## src/rtl/fifo_arb_pkg.sv

```systemverilog
// fifo_arb_pkg: shared types and helpers for the FIFO write-port arbiter.
//   arb_state_t  : arbiter FSM state (IDLE, BURST)
//   clog2_min1() : ceil(log2(v)), never less than 1, used for ID and counter widths
package fifo_arb_pkg;

    typedef enum logic {
        IDLE  = 1'b0,
        BURST = 1'b1
    } arb_state_t;

    function automatic int unsigned clog2_min1(input int unsigned v);
        int unsigned w;
        w = $clog2(v);
        return (w < 1) ? 1 : w;
    endfunction

endpackage

```

## src/rtl/rr_pick.sv

```systemverilog
// rr_pick: combinational rotating-priority picker.
//   req   : request vector
//   ptr   : index that has highest priority this cycle
//   found : at least one request set
//   idx   : first set request scanning ptr, ptr+1, ... modulo NUM_REQ
module rr_pick #(
    parameter int unsigned NUM_REQ = 4,
    parameter int unsigned ID_W    = 2
) (
    input  logic [NUM_REQ-1:0] req,
    input  logic [ID_W-1:0]    ptr,
    output logic               found,
    output logic [ID_W-1:0]    idx
);

    logic [2*NUM_REQ-1:0] rot;
    int unsigned          pos;

    // Duplicating the vector and shifting by ptr puts the highest-priority
    // requester at bit 0, so a plain low-to-high scan gives round-robin order.
    always_comb begin
        found = 1'b0;
        idx   = '0;
        pos   = 0;
        rot   = {req, req} >> ptr;
        for (int unsigned i = 0; i < NUM_REQ; i++) begin
            if (!found && rot[i]) begin
                found = 1'b1;
                pos   = 32'(ptr) + i;
                if (pos >= NUM_REQ) begin
                    pos = pos - NUM_REQ;
                end
                idx = ID_W'(pos);
            end
        end
    end

endmodule

```

## src/rtl/fifo_wr_arbiter.sv

```systemverilog
// fifo_wr_arbiter: shares one async-FIFO write port between NUM_REQ requesters.
// Round-robin, burst-locked grant with at most MAX_BURST beats per grant.
//   clk, reset           : write-domain clock, async active-high reset
//   req_valid/last/data  : per-requester beat stream
//   req_ready            : per-requester accept (only granted one, only when not full)
//   fifo_wen/wdata       : FIFO write port, combinational from the granted beat
//   fifo_wfull           : registered FIFO full flag
//   grant_id, busy       : current owner (valid while busy) and BURST indicator
// Optional ARB_STATS_EN: adds stat_clr and per-requester saturating stat_beats.
module fifo_wr_arbiter
    import fifo_arb_pkg::*;
#(
    parameter int unsigned NUM_REQ    = 4,
    parameter int unsigned DATA_WIDTH = 8,
    parameter int unsigned MAX_BURST  = 4,
    localparam int unsigned ID_W      = clog2_min1(NUM_REQ),
    localparam int unsigned CNT_W     = clog2_min1(MAX_BURST)
) (
    input  logic                                clk,
    input  logic                                reset,
    input  logic [NUM_REQ-1:0]                  req_valid,
    input  logic [NUM_REQ-1:0]                  req_last,
    input  logic [NUM_REQ-1:0][DATA_WIDTH-1:0]  req_data,
    output logic [NUM_REQ-1:0]                  req_ready,
    output logic                                fifo_wen,
    output logic [DATA_WIDTH-1:0]               fifo_wdata,
    input  logic                                fifo_wfull,
`ifdef ARB_STATS_EN
    input  logic                                stat_clr,
    output logic [NUM_REQ-1:0][15:0]            stat_beats,
`endif
    output logic [ID_W-1:0]                     grant_id,
    output logic                                busy
);

    arb_state_t       state, state_nxt;
    logic [ID_W-1:0]  rr_ptr;
    logic [CNT_W-1:0] beat_cnt;
    logic             pick_found;
    logic [ID_W-1:0]  pick_idx;
    logic             beat;
    logic             rel;
    logic [ID_W-1:0]  ptr_after;

    rr_pick #(
        .NUM_REQ (NUM_REQ),
        .ID_W    (ID_W)
    ) u_pick (
        .req   (req_valid),
        .ptr   (rr_ptr),
        .found (pick_found),
        .idx   (pick_idx)
    );

    // State register
    always_ff @(posedge clk or posedge reset) begin
        if (reset) begin
            state <= IDLE;
        end else begin
            state <= state_nxt;
        end
    end

    // Next-state logic
    always_comb begin
        state_nxt = state;
        case (state)
            IDLE:    if (pick_found) state_nxt = BURST;
            BURST:   if (rel)        state_nxt = IDLE;
            default: state_nxt = IDLE;
        endcase
    end

    // Outputs: ready gated by full so a beat can never coincide with wfull
    always_comb begin
        req_ready  = '0;
        beat       = 1'b0;
        fifo_wen   = 1'b0;
        fifo_wdata = '0;
        busy       = (state == BURST);
        if (state == BURST) begin
            req_ready[grant_id] = ~fifo_wfull;
            beat                = req_valid[grant_id] & ~fifo_wfull;
            if (beat) begin
                fifo_wen   = 1'b1;
                fifo_wdata = req_data[grant_id];
            end
        end
    end

    // Abandonment releases even while full; last/max-burst need an actual beat.
    always_comb begin
        rel = 1'b0;
        if (state == BURST) begin
            rel = ~req_valid[grant_id]
                | (beat & (req_last[grant_id] | (beat_cnt == CNT_W'(MAX_BURST - 1))));
        end
        ptr_after = (grant_id == ID_W'(NUM_REQ - 1)) ? '0 : grant_id + 1'b1;
    end

    // Grant, burst counter and round-robin pointer
    always_ff @(posedge clk or posedge reset) begin
        if (reset) begin
            rr_ptr   <= '0;
            beat_cnt <= '0;
            grant_id <= '0;
        end else begin
            case (state)
                IDLE: begin
                    if (pick_found) begin
                        grant_id <= pick_idx;
                        beat_cnt <= '0;
                    end
                end
                BURST: begin
                    if (rel) begin
                        rr_ptr <= ptr_after;
                    end else if (beat) begin
                        beat_cnt <= beat_cnt + 1'b1;
                    end
                end
                default: ;
            endcase
        end
    end

`ifdef ARB_STATS_EN
    // Per-requester beat counters; clear takes priority over a same-cycle beat.
    always_ff @(posedge clk or posedge reset) begin
        if (reset) begin
            stat_beats <= '0;
        end else if (stat_clr) begin
            stat_beats <= '0;
        end else if (beat && (stat_beats[grant_id] != 16'hFFFF)) begin
            stat_beats[grant_id] <= stat_beats[grant_id] + 16'd1;
        end
    end
`endif

endmodule
```

## config.mk

```make
export PLATFORM = sky130hd
export DESIGN_NAME = fifo_wr_arbiter
export DESIGN_NICKNAME = d
export VERILOG_FILES = /design/src/rtl/fifo_arb_pkg.sv /design/src/rtl/rr_pick.sv /design/src/rtl/fifo_wr_arbiter.sv
export SDC_FILE = /design/constraint.sdc
export NUM_CORES = 1
export LEC_CHECK = 0
export BUFFER_PORTS_ARGS = -buffer_cell sky130_fd_sc_hd__buf_4
export CELL_PAD_IN_SITES_DETAIL_PLACEMENT = 1
export CELL_PAD_IN_SITES_GLOBAL_PLACEMENT = 2
export CORE_AREA = 8 8 95 54
export CTS_BUF_LIST = sky130_fd_sc_hd__clkbuf_4
export CTS_CLUSTER_DIAMETER = 80
export DETAILED_ROUTE_END_ITERATION = 16
export DIE_AREA = 0 0 103 62
export GPL_ROUTABILITY_DRIVEN = 0
export PLACE_DENSITY = 0.91
export SETUP_SLACK_MARGIN = 0.2
export SLEW_MARGIN = 20
export SYNTH_ARGS = -nofsm -noshare
export SYNTH_HDL_FRONTEND = slang
export SYNTH_HIERARCHICAL = 1
export SYNTH_SLANG_ARGS = --single-unit
```

## constraint.sdc

```tcl
create_clock -name clk -period 2 [get_ports clk]
set_input_delay 0.3 -clock clk [delete_from_list [all_inputs] [get_ports clk]]
set_output_delay 0.3 -clock clk [all_outputs]
set_load 0.1 [all_outputs]
```

======== Yosys cells after proc, flatten, opt, wreduce, memory -nomap -nowiden ========
Cells that the tools add are included.
cells by class
  $add $sub $neg .......................... 9
  $lt $le $gt $ge ......................... 6
  equality and inequality tests ........... 5
  shifts and indexed selects .............. 1
  muxes and demuxes ....................... 35
  bitwise logic cells ..................... 8
  reduce and logical (&&, ||, !) cells .... 10
operators with widths
  kind                 count
  $mux 2               12
  $mux 8               3
  $bmux 8 s2           1
  $mux 1               13
  $ge 3x3->1 const B   3
  $shr 8x2->4          1
  $sub 2x1->2 const B  4
  $add 2x2->3 const B  2
  $add 2x1->2 const B  2
  $and 4x4->4          1
  $bmux 1 s2           2
  $eq 2x2->1 const B   2
  $logic_and 1x1->1    4
  $mux 4               1
  $ne 2x2->1 const B   2
  $pmux 2 s2           1
  $reduce_and 2->1     2
  $add 2x1->3 const B  1
  $ge 2x3->1 const B   1
  $logic_not 1->1      3
  $lt 2x3->1 const B   1
  $not 1->1            3
  $reduce_and 3->1     1
  $and 1x1->1          2
  other kinds (5)      6
storage, ports and cells
  bits in registers ....................... 7
  output and inout bits ................... 16
  logic and storage cells ................. 78

======== Longest topological paths before layout ========
Gate-level depths: netlist of the first run.
  depth after elaboration ................. 13
  depth in mapped cells ................... 5
  mapped depth without buffers ............ 5

======== Hierarchy ========
Netlist of the first run, hierarchy kept.
modules (own cells, without submodules)
  module           instances  cells each  area each (um^2)  seq. area each (um^2)
  fifo_wr_arbiter  1          67          770.7             175.2
  rr_pick          1          12          73.8              0.0

======== Worst setup path after synthesis of the first run ========
Ideal clock, no wire load.
  path type ............................... register to output
  from .................................... reg grant_id[0]
  to ...................................... out fifo_wdata[0]
  arrival time ............................ 2.491 ns
  path slack .............................. -0.791 ns
  cell stages (with the launch flop) ...... 5
  path buffers ............................ 2
  path through ............................ dfrtp_1 -> buf_6 -> buf_2 -> mux4_2 -> and3_1
on the way
  longest elaborated chain between the ends .. 5
ends and longest elaborated chain
  what                          line                    source
  start, declared               fifo_wr_arbiter.sv:32   output logic [ID_W-1:0] grant_id,
  start signal, assigned        fifo_wr_arbiter.sv:111  grant_id <= pick_idx;
  $bmux 1 s2                    fifo_wr_arbiter.sv:83   beat = req_valid[grant_id] & ~fifo_wfull;
  $mux 1 (implied by the code)  fifo_wr_arbiter.sv:83
  $and 1x1->1                   fifo_wr_arbiter.sv:83
  $mux 8 (*)                    fifo_wr_arbiter.sv:84   if (beat) begin
  $mux 8 (*)                    fifo_wr_arbiter.sv:81   if (state == BURST) begin
  end, declared                 fifo_wr_arbiter.sv:26   output logic [DATA_WIDTH-1:0] fifo_wdata,
Mark *: on every way between the ends. The rest lies on a longest branch, timed or not. The select of a mux whose other input is x is not followed.

======== Worst setup path after layout of the first run ========
  from .................................... reg grant_id[0]
  to ...................................... out fifo_wdata[6]
The elaborated chain is that of the path after synthesis.

==> summary.md, run 1 <==
| Metric | Value |
|---|---|
| DR vias | `970` |
| Clk root buf | `clkbuf_4` |
| DRC | `0` |
| Seq/Total Area, Yosys | `just over 20%` |
| Total track usage | `12.6%` |
| CTS Sinks | `7` |
| CTS buffer count | `3` |
| Layout cells sized above 1 | `76.8%` |
| Crit path kind | `reg -> out` |
| Avg Vias per Cell | `between 4 and 5` |
| H-tree depth | `1` |
| Slew headroom | `77.0%` |
| Outcome | `complete, but fails checks` |
| Fin Setup TNS | `-147 ps` |
| Worst hold endpoint | `beat_cnt[0]` |
| Main flop type after synthesis | `dfrtp_1` |
| Pwr/cell area | `about 1500 nW/µm²` |
| Initial core utilization | `about 22%` |
| Syn_area_per_cell | `approximately 11 µm²` |
| Total Die Area | `roughly 6400 µm²` |
| Worst EP required | `around 1700 ps` |
| Initial antenna violation count | `0` |
| Max clock buf depth | `2` |
| Worst vdd ir | `0.000624 V` |
| Hold depth | `3` |
| Die height | `between 60 and 70 µm` |
| Routed Antenna Nets | `0` |
| Worst setup startpoint | `grant_id[0]` |
| Setup violations, final | `7` |
| Post-synth EDFFs | `0` |
| Final setup margin | `-30.3 ps` |
| Worst Hold Class | `in -> reg` |
| Top cell type's share of synthesized area | `24.0%` |
| Vias in the first global route | `around 1000` |
| Grt met1 use | `14.5%` |
| Reg-to-reg endpoint | `rr_ptr[0]` |
| Starting DRT DRC Count | `48` |
| Final period util | `102%` |
| Area of all sequential standard cells | `~190 µm²` |
| Mux cell area share after synthesis | `35.7%` |
| Asr flop ratio synth | `100%` |
| Final wirelength | `between 3000 and 4000 µm` |
| Most common cell in the netlist | `mux4_2` |
| Die extent in x | `103 µm` |
| Top Usage Layer GRT | `met2` |
| Final Max Slew Viols | `0` |
| Post-synthesis compound-gate area fraction | `around an eighth` |
| Area growth, synth to finish | `116%` |
| Global routing usage on met3 | `approximately 4.7%` |
| Final number of hold-violating endpoints | `0` |
| Final std cells w/o fill | `between 200 and 250` |
| Nets | `200` |
| DR WL/cell | `~19 µm` |
| Clock skew | `between 1 and 1.5 ps` |
| CTS tree | `done` |
| Total I/O pin count | `59` |
| Fmax | `roughly 0.49 GHz` |
| Dominant cell type by area after synthesis | `mux4_2` |
| Reg2reg start | `grant_id[0]` |
| XOR/XNOR Fraction of Synth Area | `0%` |
| First-pass GRT wire length | `~5900 µm` |
| Clock Latency Late Sink | `about 260 ps` |
| Reg2reg path depth | `5` |
| Critical path startpoint category | `flip-flop` |
| Post-Synth Simple-Gate Area | `~17%` |
| Core Area | `3760 µm²` |
| Leak Pwr | `around 0.80 nW` |
| Met2 Resource Use GR | `a little under a quarter` |
| Synth area leaders | `mux4_2 24%, dfrtp_1 21%, ha_1 7.4%` |
| Critical Path Sink Type | `primary output` |
| Remaining global-route overflow | `0` |
| Worst-path fanout max | `5` |
| Post-DP HPWL | `2930 µm` |
| Yosys reg bits | `7` |
| Post-Synthesis Net Count | `between 100 and 150` |
| Failing checks | `negative setup slack` |
| Cells after Synth | `79` |
| RSZ-0062 raised after global routing | `true` |
| # rows | `16` |
| Max-cap violation count | `0` |
| Cell Area, Synth | `845 µm²` |
| Fill cells | `around 420` |
| Largest family of logic cells by synthesized area | `multiplexers` |
| Clock transition at path regs | `60 ps` |
| Post-synth cell types | `28` |
| Top cells by count, synth | `9 x mux4_2, 8 x and3_1, 7 x dfrtp_1, 6 x inv_1` |
| First-pass iteration count of the detailed router | `4` |
| Yosys warning total | `6` |
| Post-Synth Adder-Cell Area | `between 7 and 8%` |
| Worst Max-Slew Pin Slew | `~340 ps` |
| Data arrival, critical path | `between 1500 and 2000 ps` |
| Multi-input gate area | `779 µm²` |
| Fin crit period | `2030 ps` |
| Port bufs | `58` |
| DP Cell Count | `~190` |
| R2r setup slk | `roughly 120 ps` |
| Hold path start | `fifo_wfull` |
| Largest net degree at the start of global routing | `18` |
-- stage by stage --
step / hold WS (ps) / total power [mW] / setup WS, ps / area (µm²) / utilization, %
finish: 432 / 2.79 / -30.3 / 1830 / 48.5
global placement: 265 / 2.11 / 173 / 1440 / 38.2
floorplan: 103 / 1.73 / -187 / 917 / -
CTS: 437 / 2.66 / -60.3 / 1750 / 46.4
detailed placement: 265 / 2.16 / 130 / 1440 / 38.2
global route: 447 / 2.94 / -75.3 / 1820 / 48.4
-- worst max-delay path by stage --
stage	endpoint	slack [ps]
final	fifo_wdata[6]	-30
after global routing	fifo_wdata[3]	-80
after CTS	fifo_wdata[6]	-60
after detailed placement	fifo_wdata[4]	130
after global placement	fifo_wdata[6]	170
after floorplan	fifo_wen	-190
-- flip-flops by register name, indices dropped and copies added (netlist names) --
signal and cells:
rr_ptr 2, busy 1, beat_cnt 2, grant_id 2
-- cell usage in the layout (no fill, tap or decap), drive strengths merged, types with 2 or more instances in the layout --
cell type  instances
and3               8
a22oi              2
mux2               4
clkbuf             4
dfrtp              7
nor2b              4
ha                 5
nor2               4
mux4              10
a21oi              3
o21ai              4
mux2i              5
inv                6
nand2              3
and2               4
buf               70
-- layout make-up --
class | count | area share (%)
well taps | 54 | 3.70
diodes | 1 | 0.137
inverters | 6 | 1.64
multi-input cells | 63 | 42.7
repair buffers | 71 | 40.0
flip-flops and latches | 7 | 10.2
clock buffers | 4 | 1.64
-- layer usage --
metal	vias up	part of all wire [%]
met1	493	40
li1	448	-
met3	0	6.8
met2	29	53
met4	0	0
met5	-	0
-- critical path, stage by stage (launching register included) --
cell and delay (ps):
dfrtp_4 480, buf_8 140, mux4_2 490, and3_4 200, buf_12 160
-- where the power goes --
group,internal [mW],switching (mW),leakage (nW)
logic,1.04,1.23,0.696
registers,0.229,0.151,0.0827
clock network,0.0902,0.0595,0.0184
-- logic make-up (layout without fill, tap and decap cells) --
| family | Yosys count | in the layout |
|---|---|---|
| simple gates | 25 | 25 |
| mux | 18 | 19 |
| compound gates | 14 | 14 |
| buf+inv | 10 | 81 |
| flops | 7 | 7 |
| fa+ha+maj | 5 | 5 |
| other cells | 0 | 1 |
-- timing repair --
action | 4_1_cts | 5_1_grt
setup buffers | 5 | 3
cloned | 1 | 0
resized for setup | 48 | 14
hold buffers | 1 | 0
pin swaps | 2 | 5
hold endpoints to repair | 7 | 0
endpoints found under the setup margin | 13 | 15
Note: power is estimated with default switching activity, not from simulation.
==> run 2: changes to the inputs <==
ABC_AREA = 1   (was not set)
CORE_AREA = 2 2 105 56   (was 8 8 95 54)
DIE_AREA = 0 0 107 58   (was 0 0 103 62)
==> summary.md, run 2 <==
| Metric | Value |
|---|---|
| Initial core utilization | `21.4% (-1.0 points)` |
| Top cell type's share of synthesized area | `15.4% (-8.6 points)` |
| Data arrival, critical path | `1640 ps (-90 ps)` |
| Most frequent cells in the layout | `60 x buf_4, 34 x nor2_1, 32 x nand2_1` |
| Post-Synthesis Net Count | `234 (+84%)` |
| Critical path startpoint category | `flip-flop` |
| Worst Hold Class | `reg -> reg` |
| CP peak stage delay | `540 ps (+50 ps)` |
| Die extent in x | `107 µm (+3.9%)` |
| Slowest cell on the critical path | `dfrtp_4` |
| Final hold slack | `477 ps (+44.9 ps)` |
| Total I/O pin count | `59 (unchanged)` |
| Post-Layout Inst Area | `2280 µm² (+25%)` |
| RSZ-0062 raised after global routing | `true` |
| Worst-path fanout max | `7 (+2)` |
| Starting DRT DRC Count | `48 (unchanged)` |
| Asr flop ratio synth | `100% (unchanged)` |
| Mux cell area share after synthesis | `0% (-36 points)` |
| Cell Area, Synth | `1140 µm² (+35%)` |
| Avg Vias per Cell | `4.42 (-6.2%)` |
| Most common cell in the netlist | `nor2_1` |
| Largest net degree at the start of global routing | `14 (-4)` |
| H-tree depth | `1 (unchanged)` |
| CTS tree | `done` |
| Clock transition at path regs | `60 ps (about the same)` |
| Cells after Synth | `186 (+140%)` |
| CTS buffer count | `3 (unchanged)` |
| Fmax | `0.516 GHz (+4.8%)` |
| Slew headroom | `76.5% (-0.47 points)` |
| Final number of hold-violating endpoints | `0 (unchanged)` |
| Seq/Total Area, Yosys | `15.4% (-5.3 points)` |
| Setup violations, final | `0 (-7)` |
| Yosys reg bits | `7 (unchanged)` |
| Layout cells sized above 1 | `57.2% (-20 points)` |
| # rows | `19 (+3)` |
| Syn_area_per_cell | `6.11 µm² (-43%)` |
| Post-DP HPWL | `3620 µm (+24%)` |
| Final Max Slew Viols | `0 (unchanged)` |
| Main flop type after synthesis | `dfrtp_1` |
| Pwr/cell area | `1790 nW/µm² (+17%)` |
| Core Util, Final | `43.1% (-5.4 points)` |
| Fin crit period | `1940 ps (-93.7 ps)` |
| Core Area | `5300 µm² (+41%)` |
| CTS Sinks | `7 (unchanged)` |
| Total Die Area | `6210 µm² (-2.8%)` |
| Post-Synth Simple-Gate Area | `53.2% (+36 points)` |
| Port bufs | `58 (unchanged)` |
| Worst vdd ir | `0.000903 V (+45%)` |
| # diodes | `0 (-1)` |
| Area growth, synth to finish | `101%` |
| Crit path buf inv count | `3 (+1)` |
| Max-cap violation count | `0 (unchanged)` |
| Post-synthesis compound-gate area fraction | `12.3% (-1.0 points)` |
| Post-DP Area | `1820 µm² (+27%)` |
| DR WL/cell | `14.7 µm (-21%)` |
| Total power | `4.08 mW (+46%)` |
| Routed Antenna Nets | `0 (unchanged)` |
| CP cell instances | `inv_8 -> nand2_4 -> nand3_4 -> nand3_4 -> buf_12 -> a21oi_4 -> buf_12` |
| Final wirelength | `4970 µm (+29%)` |
| Multi-input gate area | `1050 µm² (+34%)` |
| Largest family of logic cells by synthesized area | `simple AND/OR/NAND/NOR gates` |
| Total track usage | `16.4% (+3.8 points)` |
| Clock skew | `1.26 ps (-0.194 ps)` |
| Max clock buf depth | `2 (unchanged)` |
| Leak Pwr | `1.07 nW (+34%)` |
| Nets | `313 (+56%)` |
| Dominant cell type by area after synthesis | `dfrtp_1` |
| DR vias | `1488 (+53%)` |
| Post-Synth Adder-Cell Area | `5.51% (-1.9 points)` |
| Final period util | `96.8% (-4.7 points)` |
| Commonest non-fill, non-tap cell in the layout | `buf_4` |
| Area of all sequential standard cells | `188 µm² (+0.67%)` |
| Critical Path Sink Type | `primary output` |
| Vias in the first global route | `1518 (+46%)` |
| Top cells by count, synth | `42 x nor2_1, 36 x nand2_1, 18 x inv_1, 16 x o21ai_0, 12 x a21oi_1` |
| Die height | `58 µm (-6.5%)` |
| Worst EP required | `1700 ps (about the same)` |
| Synth area leaders | `dfrtp_1 15%, nor2_1 14%, nand2_1 12%` |
| Post-synth cell types | `23 (-18%)` |
| CP delay by family, top | `flip-flops` |
| Yosys warning total | `6 (unchanged)` |
| DRC | `0 (unchanged)` |
| Outcome | `complete, no violations` |
| Worst Max-Slew Pin Slew | `351 ps (+6.71 ps)` |
| Post-synth EDFFs | `0 (unchanged)` |
| Fill cells | `638 (+52%)` |
| Crit path kind | `reg -> out` |
| Initial antenna violation count | `0 (unchanged)` |
| First-pass GRT wire length | `7890 µm (+33%)` |
| Clk root buf | `clkbuf_4` |
| XOR/XNOR Fraction of Synth Area | `0.771% (+0.77 points)` |
| Remaining global-route overflow | `0 (unchanged)` |
| Top Registers | `beat_cnt: 2 flops, grant_id: 2 flops, rr_ptr: 2 flops` |
| First-pass iteration count of the detailed router | `4 (unchanged)` |
| Clock Latency Late Sink | `260 ps (about the same)` |
-- run 2: cells by family (layout without fill, tap and decap cells) --
kind of cell	count (synthesis)	in the layout
xor gates and xnor gates	1	1
AOI/OAI and AO/OA	28	28
adders and majority gates	5	5
buffers and inverters	29	107
and+or+nand+nor	116	116
DFF	7	7
-- run 2: worst min-delay path, stage by stage (launching register included) --
cell     delay (ps)
dfrtp_1         340
nand2_1          50
nand2_1          50
-- run 2: path summary, 6_finish.rpt --
check	start	endpoint	slack, ps	cells past startpoint
worst max-delay path	grant_id[0]	fifo_wdata[5]	60	7
worst min-delay path	beat_cnt[1]	beat_cnt[1]	480	2
worst max register to register	grant_id[0]	rr_ptr[0]	290	10
worst min register to register	beat_cnt[1]	beat_cnt[1]	480	2
max in group asynchronous	reset	grant_id[0]	1200	3
min in group asynchronous	reset	busy	540	3
-- run 2: through the flow --
| stage | TNS [ps] | worst slack, ps | instances |
|---|---|---|---|
| 6_report | 0 | 63.4 | 337 |
| 5_1_grt | -3.73 | -3.73 | 337 |
| 4_1_cts | 0 | 82.7 | 333 |
| 3_5_place_dp | 0 | 58.7 | 316 |
| 3_3_place_gp | 0 | 104 | 316 |
| 2_1_floorplan | -754 | -94.2 | 186 |
-- run 2: cell type report --
cell class | instances | share of cell area [%]
Inverter | 21 | 4.49
Multi-Input combinational cell | 150 | 45.8
Clock buffer | 4 | 1.31
Sequential cell | 7 | 8.21
Timing Repair Buffer | 82 | 36.1
Tap cell | 73 | 4.00
-- run 2: where the power goes --
part           total (mW)  internal [mW]  switching, mW
clock network       0.150         0.0902         0.0600
registers           0.374          0.236          0.138
logic                3.56           1.32           2.24
total                4.08           1.65           2.43
-- run 2: routing by layer --
metal  up-vias  GRT usage [%]  part of all wire, %
met2        47           26.6                   45
met1       688           23.1                   50
met4         0           2.23                    0
met5         -              0                    0
met3         0           3.60                  5.2
li1        753              -                    -
-- run 2: what timing repair did --
item,4_1_cts,5_1_grt
pin swaps,6,4
gates resized for setup,64,11
endpoints found under the setup margin,13,15
hold buffers,1,0
gates cloned,1,0
endpoints found under the hold margin,7,0
buffers inserted,11,4
